[config.mk]
export PLATFORM = sky130hd
export DESIGN_NAME = seg_timer
export DESIGN_NICKNAME = d
export VERILOG_FILES = /design/src/rtl/seg_timer_pkg.sv /design/src/rtl/btn_debounce.sv /design/src/rtl/seg_timer.sv
export SDC_FILE = /design/constraint.sdc
export NUM_CORES = 1
export LEC_CHECK = 0
export ABC_AREA = 1
export BUFFER_PORTS_ARGS = -buffer_cell sky130_fd_sc_hd__buf_2
export CAP_MARGIN = 20
export CORE_MARGIN = 2
export CORE_UTILIZATION = 48
export CTS_CLUSTER_DIAMETER = 60
export DETAILED_ROUTE_END_ITERATION = 6
export HOLD_SLACK_MARGIN = 0.03
export PLACE_DENSITY = 0.66
export SYNTH_ARGS = -nofsm -noshare
export SYNTH_HDL_FRONTEND = slang
export SYNTH_HIERARCHICAL = 1
export SYNTH_SLANG_ARGS = --single-unit
[constraint.sdc]
create_clock -name MCLK -period 4.5 [get_ports MCLK]
set_input_delay 0.225 -clock MCLK [delete_from_list [all_inputs] [get_ports MCLK]]
set_output_delay 0.225 -clock MCLK [all_outputs]
set_load 0.1 [all_outputs]
[src/rtl/seg_timer_pkg.sv]
// seg_timer_pkg: shared constants for the BCD stopwatch/countdown timer.
// Holds the active-low 7-segment codes ({g,f,e,d,c,b,a}), the BCD digit width
// and the button index map used by seg_timer.
package seg_timer_pkg;

  localparam int BCD_W = 4;

  // Button slots in the debouncer array.
  localparam int B_START = 0;
  localparam int B_LOAD  = 1;
  localparam int B_CLEAR = 2;

  localparam logic [6:0] SEG_0     = 7'b1000000;
  localparam logic [6:0] SEG_1     = 7'b1111001;
  localparam logic [6:0] SEG_2     = 7'b0100100;
  localparam logic [6:0] SEG_3     = 7'b0110000;
  localparam logic [6:0] SEG_4     = 7'b0011001;
  localparam logic [6:0] SEG_5     = 7'b0010010;
  localparam logic [6:0] SEG_6     = 7'b0000010;
  localparam logic [6:0] SEG_7     = 7'b1111000;
  localparam logic [6:0] SEG_8     = 7'b0000000;
  localparam logic [6:0] SEG_9     = 7'b0010000;
  localparam logic [6:0] SEG_BLANK = 7'b1111111;

  // BCD digit to segment code; non-BCD nibbles show blank.
  function automatic logic [6:0] seg_enc(input logic [BCD_W-1:0] d);
    case (d)
      4'd0:    seg_enc = SEG_0;
      4'd1:    seg_enc = SEG_1;
      4'd2:    seg_enc = SEG_2;
      4'd3:    seg_enc = SEG_3;
      4'd4:    seg_enc = SEG_4;
      4'd5:    seg_enc = SEG_5;
      4'd6:    seg_enc = SEG_6;
      4'd7:    seg_enc = SEG_7;
      4'd8:    seg_enc = SEG_8;
      4'd9:    seg_enc = SEG_9;
      default: seg_enc = SEG_BLANK;
    endcase
  endfunction

endpackage

[src/rtl/btn_debounce.sv]
// btn_debounce: 2-flop synchroniser plus stability counter for one raw
// active-low push button. 'pressed' is a clean active-high level that only
// changes after the synchronised input has differed from it for DEBOUNCE_CYC
// consecutive cycles. Reset puts everything in the released state.
module btn_debounce #(
  parameter int DEBOUNCE_CYC = 250000
) (
  input  logic clk,
  input  logic rst_n,
  input  logic btn_n,
  output logic pressed
);

  localparam int CW = (DEBOUNCE_CYC > 1) ? $clog2(DEBOUNCE_CYC) : 1;

  logic [1:0]    sync_q;
  logic          pressed_s;
  logic [CW-1:0] cnt_q;

  // Synchroniser, reset to released (high) so a reset mid-press looks idle.
  always_ff @(posedge clk or negedge rst_n) begin
    if (!rst_n) sync_q <= 2'b11;
    else        sync_q <= {sync_q[0], btn_n};
  end

  assign pressed_s = ~sync_q[1];

  // Accept a new level only after it has held for DEBOUNCE_CYC cycles.
  always_ff @(posedge clk or negedge rst_n) begin
    if (!rst_n) begin
      pressed <= 1'b0;
      cnt_q   <= '0;
    end else if (pressed_s == pressed) begin
      cnt_q <= '0;
    end else if (cnt_q == CW'(DEBOUNCE_CYC - 1)) begin
      pressed <= pressed_s;
      cnt_q   <= '0;
    end else begin
      cnt_q <= cnt_q + 1'b1;
    end
  end

endmodule

[src/rtl/seg_timer.sv]
// seg_timer: BCD stopwatch / countdown timer driving active-low 7-seg digits.
// Buttons are debounced, edge-detected and prioritised CLEAR > LOAD > START.
// Optional macro SEG_TIMER_LZB_EN enables leading-zero blanking.
module seg_timer
  import seg_timer_pkg::*;
#(
  parameter int CLK_HZ       = 25175000,
  parameter int TICK_HZ      = 100,
  parameter int DIGITS       = 4,
  parameter int DEBOUNCE_CYC = 250000,
  parameter int DP_POS       = 2
) (
  input  logic                    MCLK,
  input  logic                    RST_N,
  input  logic                    BT_START_N,
  input  logic                    BT_CLEAR_N,
  input  logic                    BT_LOAD_N,
  input  logic                    MODE_DOWN,
  input  logic [BCD_W*DIGITS-1:0] PRESET,
  output logic [7*DIGITS-1:0]     SEG,
  output logic [DIGITS-1:0]       DP,
  output logic                    RUNNING,
  output logic                    DONE,
  output logic                    WRAP
);

  localparam int DIV = CLK_HZ / TICK_HZ;
  localparam int PW  = (DIV > 1) ? $clog2(DIV) : 1;

  logic [2:0] btn_raw, btn_lvl, btn_lvl_q, btn_act;
  logic       act_clear, act_load, act_start;

  logic [DIGITS-1:0][BCD_W-1:0] cnt_q, cnt_inc, cnt_dec, preset_c;
  logic                         all_nines, cnt_zero, dec_zero;
  logic [PW-1:0]                presc_q;
  logic                         tick, running_q, done_q, wrap_q;

  logic [DIGITS-1:0][6:0] seg_q, seg_d;
  logic [DIGITS-1:0]      dp_q, dp_d, dp_rst, blank;

  assign btn_raw = {BT_CLEAR_N, BT_LOAD_N, BT_START_N};

  for (genvar b = 0; b < 3; b++) begin : g_btn
    btn_debounce #(.DEBOUNCE_CYC(DEBOUNCE_CYC)) u_db (
      .clk    (MCLK),
      .rst_n  (RST_N),
      .btn_n  (btn_raw[b]),
      .pressed(btn_lvl[b])
    );
  end

  // Previous debounced levels for released->pressed detection.
  always_ff @(posedge MCLK or negedge RST_N) begin
    if (!RST_N) btn_lvl_q <= '0;
    else        btn_lvl_q <= btn_lvl;
  end

  assign btn_act   = btn_lvl & ~btn_lvl_q;
  assign act_clear = btn_act[B_CLEAR];
  assign act_load  = btn_act[B_LOAD] & ~btn_act[B_CLEAR];
  assign act_start = btn_act[B_START] & ~btn_act[B_LOAD] & ~btn_act[B_CLEAR];

  // BCD increment/decrement candidates and preset clamping.
  always_comb begin
    logic carry, borrow;
    carry  = 1'b1;
    borrow = 1'b1;
    for (int i = 0; i < DIGITS; i++) begin
      cnt_inc[i] = cnt_q[i];
      cnt_dec[i] = cnt_q[i];
      if (carry) begin
        if (cnt_q[i] == 4'd9) cnt_inc[i] = 4'd0;
        else begin
          cnt_inc[i] = cnt_q[i] + 1'b1;
          carry      = 1'b0;
        end
      end
      if (borrow) begin
        if (cnt_q[i] == 4'd0) cnt_dec[i] = 4'd9;
        else begin
          cnt_dec[i] = cnt_q[i] - 1'b1;
          borrow     = 1'b0;
        end
      end
      preset_c[i] = (PRESET[BCD_W*i +: BCD_W] > 4'd9) ? 4'd9 : PRESET[BCD_W*i +: BCD_W];
    end
    all_nines = carry;
  end

  assign cnt_zero = (cnt_q == '0);
  assign dec_zero = (cnt_dec == '0);
  assign tick     = running_q && (presc_q == PW'(DIV - 1));

  // Action handling, prescaler and counter; a button action pre-empts a tick.
  always_ff @(posedge MCLK or negedge RST_N) begin
    if (!RST_N) begin
      cnt_q     <= '0;
      presc_q   <= '0;
      running_q <= 1'b0;
      done_q    <= 1'b0;
      wrap_q    <= 1'b0;
    end else begin
      done_q <= 1'b0;
      wrap_q <= 1'b0;
      if (act_clear) begin
        cnt_q     <= '0;
        presc_q   <= '0;
        running_q <= 1'b0;
      end else if (act_load) begin
        cnt_q     <= preset_c;
        presc_q   <= '0;
        running_q <= 1'b0;
      end else if (act_start) begin
        // Starting a countdown from zero has nothing to do.
        if (running_q || !(MODE_DOWN && cnt_zero)) running_q <= !running_q;
      end else if (running_q) begin
        presc_q <= tick ? '0 : presc_q + 1'b1;
        if (tick) begin
          if (MODE_DOWN) begin
            if (cnt_zero) running_q <= 1'b0;
            else begin
              cnt_q <= cnt_dec;
              if (dec_zero) begin
                done_q    <= 1'b1;
                running_q <= 1'b0;
              end
            end
          end else begin
            cnt_q <= cnt_inc;
            if (all_nines) wrap_q <= 1'b1;
          end
        end
      end
    end
  end

  // Display encoding, optional leading-zero blanking and DP placement.
  always_comb begin
    blank = '0;
`ifdef SEG_TIMER_LZB_EN
    begin
      logic keep;
      keep = 1'b0;
      for (int i = DIGITS - 1; i >= 0; i--) begin
        if (cnt_q[i] != 4'd0 || i == 0 || i <= DP_POS) keep = 1'b1;
        blank[i] = !keep;
      end
    end
`endif
    for (int i = 0; i < DIGITS; i++) begin
      seg_d[i]  = blank[i] ? SEG_BLANK : seg_enc(cnt_q[i]);
      dp_d[i]   = !((i == DP_POS) && !blank[i]);
      dp_rst[i] = (i != DP_POS);
    end
  end

  // Registered display outputs, one cycle behind the count.
  always_ff @(posedge MCLK or negedge RST_N) begin
    if (!RST_N) begin
      seg_q <= {DIGITS{SEG_0}};
      dp_q  <= dp_rst;
    end else begin
      seg_q <= seg_d;
      dp_q  <= dp_d;
    end
  end

  assign SEG     = seg_q;
  assign DP      = dp_q;
  assign RUNNING = running_q;
  assign DONE    = done_q;
  assign WRAP    = wrap_q;

endmodule

# Yosys cells after proc, flatten, opt, wreduce, memory -nomap -nowiden
# Memories as Yosys holds them, arrays and structs flattened. A register that Yosys moved wholly into a read port is not among the register bits.
# Index checks and enable logic that the tools add are counted.
[totals] input_bits=22 output_inout_bits=35 elab_cells=165 mem_count=4 mem_bits_ro=448 ff_bits=103
[mem_list] memory="(name not given)" words=16 width=7 rd=1 rd_clocked_by_memory_dff=1 wr=0 line="seg_timer_pkg.sv:27" source="case (d)"
[mem_list] memory="(name not given)" words=16 width=7 rd=1 rd_clocked_by_memory_dff=1 wr=0 line="seg_timer_pkg.sv:27"
[mem_list] memory="(name not given)" words=16 width=7 rd=1 rd_clocked_by_memory_dff=1 wr=0 line="seg_timer_pkg.sv:27"
[mem_list] memory="(name not given)" words=16 width=7 rd=1 rd_clocked_by_memory_dff=1 wr=0 line="seg_timer_pkg.sv:27"
[classes] add_sub_neg=12 n_eq_ne=14 magnitude_cmp=4 reduce_logical=28 mux=72 bitwise_logic=13
[op_table] op="2-to-1 mux 18 bit" count=11
[op_table] op="2-to-1 mux 16 bit" count=7
[op_table] op="adder 18 x 1 -> 18 bit (second input constant)" count=4
[op_table] op="equality test 18 bit (second input constant)" count=4
[op_table] op="2-to-1 mux 4 bit" count=18
[op_table] op="2-to-1 mux 1 bit" count=36
[op_table] op="logical NOT 16 bit" count=2
[op_table] op="adder 4 x 1 -> 4 bit (second input constant)" count=4
[op_table] op="equality test 4 bit (second input constant)" count=4
[op_table] op="greater-than comparator 4 bit (second input constant)" count=4
[op_table] op="logical NOT 4 bit" count=4
[op_table] op="subtractor 4 x 1 -> 4 bit (second input constant)" count=4
[op_table] op="AND reduction 5 bit" count=3
[op_table] op="nonzero test 4 bit" count=3
[op_table] op="NOT 1 bit" count=8
[op_table] op="AND reduction 2 bit" count=4
[op_table] op="logical NOT 1 bit" count=6
[op_table] op="nonzero test 3 bit" count=2
[op_table] op="inequality test 4 x 3 -> 1 bit (second input constant)" count=1
[op_table] op="inequality test 4 bit (second input constant)" count=1
[op_table] op="AND reduction 4 bit" count=1
[op_table] op="bitwise AND 1 bit" count=3
[op_table] op="bitwise AND 3 bit" count=1
[op_table] op="equality test 1 bit" count=3
[op_table] op="4 further kinds" count=5

# Logic depth before layout (Yosys ltp)
[depth] depth_word=14 mapped_depth=16 ltp_nobuf=16

# Cells and area by module
# Netlist, hierarchy kept.
[by_module_without_submodules] module="seg_timer" area_each_um2=4360.4 cells_per_inst=569 instances=1 seq_area_each_um2=1706.6
[by_module_without_submodules] module="btn_debounce" area_each_um2=1099.8 cells_per_inst=139 instances=3 seq_area_each_um2=528.0

# Worst setup path after synthesis
# Ideal clock, no wire load.
[synth_path] path_kind="register -> register" startpoint="register running_q, in the netlist RUNNING" endpoint="register cnt_q[13] (netlist name)" stages_incl_launch_ff=13 required_time_ns=4.426 setup_slack_ns=2.252 setup_ns=0.074 t_arrival_ns=2.174 synth_period_minus_slack_ns=2.248 cell_sequence="dfrtp_1 > inv_1 > nor4_2 > nand4_1 > nand2_1 > nand2_2 > clkinv_4 > nand2_4 > inv_4 > nand2_4 > inv_2 > nand2_1 > o21ai_2"
[synth_lines] item="start, declared" line="seg_timer.sv:36" source="logic tick, running_q, done_q, wrap_q;"
[synth_lines] item="start signal, assigned" line="seg_timer.sv:115" source="if (running_q || !(MODE_DOWN && cnt_zero)) running_q <= !running_q;"

==> qor.yml <==
design.die.area_um2: 17000
crit_slowest_cell: "dfrtp_1"
cp-start-kind: "flip-flop"
path_buf_inv: 3
synth_most_common_cell: "nand2_1"
die_h_um: 130
port-buffer-count: 52
grt_pass1_vias: 6030
crit_family: "simple AND/OR/NAND/NOR gates"
drv_slew: 0
p_leak_nw: 4.01
final_core_util_pct: 55.5
syn_to_final_growth_pct: 13.9
die_x_um: 130
clkSlewWorstSetupHoldPaths_ns: 0.06
worst-path-stages: 13
synth_cell_types: 48
vias: 6462
netlist_area_um2: 7660
core_area_um2: 15700
cts_resized: 0
crit_type: "flip-flop to flip-flop"
slew_headroom_pct: 38.3
cpMostUsedCell: "nand2_1"
crit_chain: "inv_1 -> ha_1 -> nand2_1 -> nor2_4 -> nand4_2 -> nor2_1 -> nand2_1 -> nand2_4 -> inv_4 -> nand2_4 -> inv_2 -> nand2_1 -> o21ai_2"
period_share_pct: 54.4
max_freq_mhz: 409
synth_top_area_cell: "dfrtp_1"
status: "completed"
avgViaCountPerCell: 5.06
worstMarginPinSlew_ns: 0.926
grt_max_degree: 100
core.rowCount: 46
period_needed_ns: 2.45
synthTopCellsByArea: "dfrtp_1, nand2_1, nor2_1, inv_1, ha_1"
antenna_found_initial: 3
cts_tree: "built"
avgRoutedWirePerCell_um: 13.3
cts_htree_levels: 4
yosysWarnings: 6
multiInputGateArea_um2: 3750
cp-end-kind: "flip-flop"
initial_utilization_pct: 48.7
nNetsFinal: 1096
ff2ff_path_depth: 13
required_ns: 4.82
grtUsageMet1_pct: 30.6
whs_path_depth: 3
dp_hpwl_mm: 12.2
synth-edff-count: 0
drt-total-wl_mm: 16.9
first_pass_iters: 5
syn_inst: 986
drt-initial-drc-count: 366
postRouteAntennaNets: 0
ys.flop_type: "dfrtp_1"
synth-seq-cells: 131
syn_area_per_cell_um2: 7.77
use_met2_pct: 32.6
crit_arrival_ns: 2.76
fillers: 1467
placed_area_um2: 8080
track_usage_pct: 21.4
r2r_slack_ns: 2.05
power_density_nw_per_um2: 310
overflow: 0
drv_cap: 0
grt-busiest-layer: "met2"
design_area_um2: 8720
final-setup-viol-count: 0
regArea_um2: 3290
clock-sinks: 131
yosysTopAreaCellShare_pct: 39.5
use_met3_pct: 5.41
gp_congestion: 0.936
setup_tns_ns: 0
min_path_type: "primary input to flip-flop"
grt_pass1_wl_mm: 28.9
ys_async_sr_fraction_pct: 100
grt_setup_unrepaired: "false"
fin_hold_ws_ns: 0.182
clkLatencyLatePin_ns: 0.42
drcViolationCount: 0
num_io_pins: 57
hold_viol_final: 0
ir_worst_vdd_mv: 0.278
fin_skew_ns: 0.00753
numCtsBuffers: 17
cts_buffer_depth: 2
yosysSeqAreaShare_pct: 43.0
layout-drive-gt1-share_pct: 15.1
ys_top_cells_by_count: "nand2_1, nor2_1, dfrtp_1"
critical-path-max-stage-delay_ns: 0.47
crit_path_max_fanout: 11
cts-root-buf: "clkbuf_16"
==> metrics by stage <==
stage | setup slack [ns] | std cells | total power, W
global route | 1.84 | 1276 | 0.00280
floorplan | 2.25 | 988 | 0.00127
finish | 2.05 | 1277 | 0.00271
detailed placement | 2.10 | 1239 | 0.00131
global placement | 2.18 | 1239 | 0.00131
CTS | 2.07 | 1275 | 0.00273
==> sequential cells by signal, summed over array words and instances (netlist names) <==
signal and count:
g_btn.u_db/pressed 3, SEG 28, RUNNING 1, cnt_q 16
btn_lvl_q 3, g_btn.u_db/cnt_q 54, presc_q 18, g_btn.u_db/sync_q 6
DONE 1, WRAP 1
==> layout by cell type, fill, tap and decap left out, drive strengths merged <==
master / synthesis / layout
o211ai: 9 / 9
o22ai: 1 / 1
dfstp: 10 / 10
ha: 28 / 28
dlygate4sd3: 0 / 4
a311oi: 1 / 1
clkbuf: 4 / 20
clkinv: 2 / 6
xor2: 32 / 32
nor3: 12 / 12
a22oi: 1 / 1
nand4: 20 / 20
buf: 14 / 53
o21ai: 69 / 69
bufinv: 0 / 3
or2: 1 / 1
a211oi: 5 / 5
xnor2: 5 / 5
clkinvlp: 0 / 2
o2bb2ai: 1 / 1
nor2: 166 / 166
dfrtp: 121 / 121
inv: 126 / 129
nor3b: 5 / 5
a21oi: 38 / 38
diode: 0 / 2
and3: 1 / 1
nand2: 233 / 233
a31oi: 5 / 5
conb: 2 / 4
a221oi: 1 / 1
nand3: 64 / 64
o31ai: 4 / 4
o311ai: 1 / 1
nor4: 4 / 4
==> where the power goes <==
part	internal, W	switching (W)
sequential	0.00119	0.00000819
clock	0.000888	0.000524
combinational	0.0000240	0.0000720
total	0.00210	0.000604
==> final timing paths <==
path | start | endpoint
max in group asynchronous | RST_N | SEG[20]
worst max-delay path | cnt_q[4] | cnt_q[13]
worst max register to register | cnt_q[4] | cnt_q[13]
worst min-delay path | PRESET[3] | cnt_q[3]
min in group asynchronous | RST_N | g_btn[1].u_db/cnt_q[14]
worst min register to register | g_btn[0].u_db/sync_q[0] | g_btn[0].u_db/sync_q[1]
==> area by class of cell <==
class / instances / area share (%)
antenna: 2 / 0.0574
clock buffer: 20 / 5.12
clock inverter: 12 / 1.78
inverter: 128 / 5.59
multi-input combinational: 711 / 43.0
sequential: 131 / 37.7
tap: 216 / 3.10
timing repair buffer: 57 / 3.60
==> worst min-delay path, cell delays in order <==
cell and delay, ns:
buf_2 0.11, o21ai_0 0.16, o31ai_1 0.07
==> layer usage <==
layer,part of all wire (%),wire (um)
met5,0.10,17
met4,1.2,201
met3,5.8,984
met2,46,7710
met1,47,8010
==> what timing repair did <==
action | 4_1_cts | 5_1_grt
setup endpoints to repair | 0 | 0
endpoints found under the hold margin | 95 | 0
setup buffers | 0 | 0
hold buffers | 4 | 0
==> logic make-up after synthesis <==
family	Yosys count	share of synthesized area, %
flip-flops	131	43.0
buffers and inverters	146	8.15
other	2	0.0980
adder cells (fa/ha/maj)	28	4.57
XOR/XNOR	37	4.23
AND/OR/NAND/NOR	506	29.6
AO/OA/AOI/OAI	136	10.4
No activity file was read; power rests on OpenSTA's default activity.
